### src/rtl/rob_fill_responder.sv
// rob_fill_responder: ROB-side responder for the reservation-station fill protocol.
// Round-robin arbitration over N_REQ requesters feeds a one-entry holding register.
// The register writes into the ROB data array and sets the entry's done bit.
// Optional feature macro: ROB_FILL_BYPASS_EN. When defined, every ROB write is also
// broadcast on bcast_* for operand wakeup. Otherwise bcast_* are tied to zero.
module rob_fill_responder #(
    parameter int N_REQ     = 4,
    parameter int ROB_IDX_W = 5,
    parameter int DATA_W    = 32
) (
    input  logic                           clk,
    input  logic                           rst_n,
    input  logic [N_REQ-1:0]               fill_valid,
    input  logic [N_REQ*ROB_IDX_W-1:0]     fill_idx,
    input  logic [N_REQ*DATA_W-1:0]        fill_data,
    output logic [N_REQ-1:0]               fill_ready,
    input  logic                           rob_wr_stall,
    output logic                           rob_wr_en,
    output logic [ROB_IDX_W-1:0]           rob_wr_idx,
    output logic [DATA_W-1:0]              rob_wr_data,
    input  logic                           alloc_en,
    input  logic [ROB_IDX_W-1:0]           alloc_idx,
    input  logic                           flush,
    input  logic [ROB_IDX_W-1:0]           head_idx,
    output logic                           head_done,
    output logic                           dup_err,
    output logic                           bcast_valid,
    output logic [ROB_IDX_W-1:0]           bcast_idx,
    output logic [DATA_W-1:0]              bcast_data
);

    localparam int DEPTH = 1 << ROB_IDX_W;
    localparam int PTR_W = (N_REQ > 1) ? $clog2(N_REQ) : 1;

    typedef enum logic {
        HOLD_EMPTY,
        HOLD_FULL
    } hold_state_t;

    hold_state_t            state_q;
    hold_state_t            state_d;
    logic [ROB_IDX_W-1:0]   hold_idx_q;
    logic [DATA_W-1:0]      hold_data_q;
    logic [PTR_W-1:0]       rr_q;
    logic [PTR_W-1:0]       rr_d;
    logic [PTR_W-1:0]       rr_next;
    logic [DEPTH-1:0]       done_q;
    logic                   dup_q;

    logic [N_REQ-1:0]       grant_vec;
    logic                   grant_any;
    logic [ROB_IDX_W-1:0]   sel_idx;
    logic [DATA_W-1:0]      sel_data;
    logic                   wr_en;
    logic                   grant_ok;
    logic                   take;

    // Round-robin search: first valid requester at or after the pointer, wrapping.
    always_comb begin
        grant_vec = '0;
        grant_any = 1'b0;
        for (int k = 0; k < N_REQ; k++) begin
            for (int i = 0; i < N_REQ; i++) begin
                if (!grant_any && (i == (int'(rr_q) + k) % N_REQ) && fill_valid[i]) begin
                    grant_vec[i] = 1'b1;
                    grant_any    = 1'b1;
                end
            end
        end
    end

    // Select the winner's payload and the pointer value that follows it.
    always_comb begin
        sel_idx  = '0;
        sel_data = '0;
        rr_next  = rr_q;
        for (int i = 0; i < N_REQ; i++) begin
            if (grant_vec[i]) begin
                sel_idx  = fill_idx[i*ROB_IDX_W +: ROB_IDX_W];
                sel_data = fill_data[i*DATA_W +: DATA_W];
                rr_next  = PTR_W'((i + 1) % N_REQ);
            end
        end
    end

    // Holding-register next state, grant gating and write strobe; flush overrides all.
    always_comb begin
        state_d    = state_q;
        rr_d       = rr_q;
        wr_en      = (state_q == HOLD_FULL) && !rob_wr_stall && !flush;
        grant_ok   = !flush && ((state_q == HOLD_EMPTY) || !rob_wr_stall);
        take       = grant_ok && grant_any;
        fill_ready = grant_ok ? grant_vec : '0;
        if (flush) begin
            state_d = HOLD_EMPTY;
        end else if (take) begin
            state_d = HOLD_FULL;
            rr_d    = rr_next;
        end else if (wr_en) begin
            state_d = HOLD_EMPTY;
        end
    end

    // State, pointer and captured payload registers.
    always_ff @(posedge clk) begin
        if (!rst_n) begin
            state_q     <= HOLD_EMPTY;
            rr_q        <= '0;
            hold_idx_q  <= '0;
            hold_data_q <= '0;
        end else begin
            state_q <= state_d;
            rr_q    <= rr_d;
            if (take) begin
                hold_idx_q  <= sel_idx;
                hold_data_q <= sel_data;
            end
        end
    end

    // Done bitmap and sticky duplicate-fill flag; allocation beats a same-index write.
    always_ff @(posedge clk) begin
        if (!rst_n) begin
            done_q <= '0;
            dup_q  <= 1'b0;
        end else if (flush) begin
            done_q <= '0;
        end else begin
            if (wr_en) begin
                done_q[hold_idx_q] <= 1'b1;
                if (done_q[hold_idx_q]) begin
                    dup_q <= 1'b1;
                end
            end
            if (alloc_en) begin
                done_q[alloc_idx] <= 1'b0;
            end
        end
    end

    assign rob_wr_en   = wr_en;
    assign rob_wr_idx  = hold_idx_q;
    assign rob_wr_data = hold_data_q;
    assign head_done   = done_q[head_idx];
    assign dup_err     = dup_q;

`ifdef ROB_FILL_BYPASS_EN
    assign bcast_valid = wr_en;
    assign bcast_idx   = hold_idx_q;
    assign bcast_data  = hold_data_q;
`else
    assign bcast_valid = 1'b0;
    assign bcast_idx   = '0;
    assign bcast_data  = '0;
`endif

endmodule

### config.mk
export PLATFORM = sky130hd
export DESIGN_NAME = rob_fill_responder
export DESIGN_NICKNAME = d
export VERILOG_FILES = /design/src/rtl/rob_fill_responder.sv
export SDC_FILE = /design/constraint.sdc
export NUM_CORES = 1
export LEC_CHECK = 0
export CORE_MARGIN = 2
export CORE_UTILIZATION = 40
export DETAILED_ROUTE_END_ITERATION = 8
export GPL_ROUTABILITY_DRIVEN = 1
export GPL_TIMING_DRIVEN = 0
export PLACE_DENSITY = 0.78
export SLEW_MARGIN = 25
export SYNTH_ARGS = -nofsm -noshare
export SYNTH_HDL_FRONTEND = slang
export SYNTH_SLANG_ARGS = --single-unit
### constraint.sdc
create_clock -name clk -period 3.1 [get_ports clk]
set_input_delay 0.62 -clock clk [delete_from_list [all_inputs] [get_ports clk]]
set_output_delay 0.62 -clock clk [all_outputs]
set_load 0.05 [all_outputs]
==> impl_metrics.tcl <==
set metrics [dict create \
    multi_input_area_mm2 0.00284 \
    syn_area_mm2 0.00464 \
    ys_ff_latch 73 \
    cts.sinks 73 \
    yosysSeqAreaShare_pct 31.5 \
    path_class "input pin to primary output" \
    vias_per_cell 5.54 \
    critical_path.startpoint_type "input pin" \
    relSlewSlack_pct 24.8 \
    syn_area_per_cell_um2 8.46 \
    grt_pass1_wl_um 26300 \
    yosys.cell_types.count 43 \
    worstPathArrival_ps 2350 \
    die_h_um 112 \
    initial_core_util_pct 40.8 \
    holdWs_ps 449 \
    grt_max_degree 20 \
    grt_util_all_layers_pct 26.4 \
    cts.clk_slew.worst_paths_ps 60 \
    drv_slew 0 \
    p_leak_uw 0.00275 \
    num-fill-cells 951 \
    skew_ps 8.46 \
    fin_crit_ps 2970 \
    cts_buffer_depth 2 \
    area_growth_pct 58.7 \
    cp_cell_sequence "buf_2 > mux4_2 > mux4_2 > mux2_2 > buf_2" \
    postCtsSetupRepairBufs 0 \
    drt-total-wl_um 17200 \
    core.rowCount 39 \
    setup-violations-final 0 \
    cp_slowest_cell "mux4_2" \
    worst_pin_slew_ps 1120 \
    synth_edf_count 0 \
    htreeDepth 3 \
    final_util_pct 64.8 \
    drtIter0Drc 359 \
    post-route-drc-count 0 \
    die_x_um 112 \
    async_flop_share_pct 0 \
    required_ps 2480 \
    drive_above_1_share_pct 12.8 \
    grt_remaining_overflow 0 \
    vias 5267 \
    wl_per_cell_um 18.1 \
    reg2reg_setup_slack_ps 790 \
    dieArea_mm2 0.0125 \
    fin_nets 969 \
    grt_pass1_vias 5263 \
    hold_buffers 0 \
    ys.flop_type "dfxtp_1" \
    seqCellArea_mm2 0.00146 \
    fin_crit_sh_pct 95.7 \
    port_buffers 208 \
    hold_viol_final 0 \
    endpoint_kind "primary output" \
    diodes 0 \
    ir_worst_vdd_mv 0.267 \
    power.total_uw 3190 \
    fin_ws_ps 132 \
    rsz0062_at_grt "false" \
    cts_buffers 9 \
    fmax_mhz 337 \
    antenna_left 0 \
    routabilityCongestion 0.990 \
    power_per_cell_area_mw_per_mm2 432 \
    synthCells 549 \
    core_mm2 0.0114 \
    cts-root-buf "clkbuf_16" \
    hold_path.class "register to register" \
    cts_tree "done" \
    hpwlAfterDp_um 13300 \
    status "complete, no violations" \
    post-place-ws_ps -607 \
    crit_path_max_fanout 8 \
    drt_pass1_iterations 5 \
    clk_latency_ps 340 \
    antenna_found_initial 0 \
    max_stage_delay_ps 540 \
    drv_cap 0 \
    ys_warn_count 0 \
    io_pins 249 \
]
-- sequential cells by signal, summed over array words and instances (netlist names) --
register and cells:
dup_err 1, rr_q 2, done_q 32, rob_wr_data 32, state_q 1, rob_wr_idx 5
-- timing repair --
action | 4_1_cts | 5_1_grt
gates resized for setup | 20 | 4
endpoints found under the setup margin | 5 | 5
endpoints found under the hold margin | 0 | 0
-- layout by cell type (no fill, tap or decap), types with 2 or more instances in the layout --
| cell | n |
|---|---|
| nand2_1 | 44 |
| a41oi_1 | 2 |
| nor2b_1 | 6 |
| clkbuf_16 | 9 |
| and2_1 | 54 |
| clkdlybuf4s15_2 | 2 |
| and3_1 | 3 |
| dfxtp_1 | 73 |
| nor2_1 | 54 |
| o31ai_1 | 37 |
| clkdlybuf4s50_1 | 203 |
| nor3_1 | 6 |
| inv_1 | 7 |
| clkbuf_2 | 3 |
| buf_6 | 2 |
| conb_1 | 38 |
| a2111oi_2 | 9 |
| mux4_2 | 15 |
| nand2b_1 | 2 |
| mux2_2 | 2 |
| nor3b_1 | 3 |
| a21oi_1 | 33 |
| and2_0 | 22 |
| a211oi_1 | 32 |
| clkbuf_1 | 21 |
| mux2i_1 | 5 |
| and3b_1 | 2 |
| buf_4 | 40 |
| o221ai_1 | 2 |
| a2111oi_0 | 28 |
| o211a_1 | 2 |
| o21bai_1 | 2 |
| buf_2 | 8 |
| o21ai_0 | 7 |
| bufinv_16 | 2 |
| a31oi_1 | 5 |
| buf_1 | 4 |
-- through the flow --
step	area (µm²)	setup TNS [ps]	cells
finish	7370	0	950
global route	7370	0	950
CTS	7390	0	952
detailed placement	7050	-2440	937
global placement	7040	-2250	937
floorplan	4780	0	586
-- cell usage after synthesis (3+ instances only) --
cell / n / share of area, %
and3_1: 3 / 0.40
dfxtp_1: 73 / 31
a31oi_1: 5 / 0.67
nor3_1: 7 / 0.75
buf_4: 38 / 6.1
mux4_2: 15 / 7.3
o21ai_0: 7 / 0.75
nor3b_1: 4 / 0.65
a21oi_1: 33 / 3.6
and2_1: 54 / 7.3
o31ai_1: 37 / 6.0
a2111oi_2: 9 / 2.9
mux2i_1: 5 / 1.1
buf_1: 5 / 0.40
clkbuf_1: 24 / 1.9
a211oi_1: 32 / 5.2
nand2_1: 44 / 3.6
buf_2: 8 / 0.86
nor2b_1: 6 / 0.81
nor2_1: 54 / 4.4
and2_0: 22 / 3.0
inv_1: 7 / 0.57
a2111oi_0: 28 / 5.3
-- cells by family after synthesis --
kind of cell           Yosys count  share of synthesized area [%]
other                            1                         0.0808
buffers and inverters           86                           10.6
and+or+nand+nor                201                           21.8
muxes                           22                           8.84
DFF                             73                           31.5
AOI/OAI and AO/OA              166                           27.2
-- worst paths after layout --
check | endpoint | depth (start not counted) | from
hold reg to reg | rob_wr_data[2] | 2 | rob_wr_data[2]
hold / removal | rob_wr_data[2] | 2 | rob_wr_data[2]
setup reg to reg | rob_wr_data[31] | 8 | rr_q[1]
setup / recovery | head_done | 5 | head_idx[1]
-- cell type report --
| type | instances | share of cell area (%) |
|---|---|---|
| well taps | 143 | 2.43 |
| multi-input cells | 427 | 38.6 |
| clock inverters | 6 | 1.22 |
| inverters | 7 | 0.356 |
| clock buffers | 10 | 3.24 |
| flip-flops and latches | 73 | 19.8 |
| plain buffers | 76 | 6.30 |
| repair buffers | 208 | 28.1 |
-- where the power goes --
group	internal, µW	total (µW)	switching [µW]
Clock	729	1150	420
Combinational	439	1020	583
Sequential	986	1010	28.1
-- layer usage --
layer	routed length, µm	up-vias	global-route usage [%]
met3	1490	70	6.75
li1	-	2452	-
met2	9020	284	48.9
met1	6020	2461	28.3
met5	0	-	0
met4	639	0	11.3
-- worst max-delay path, delay by kind of cell --
family	cells	cell delay (ps)
buffers and inverters	2	450
muxes	3	1280
Power figures use the tool's default switching activity.
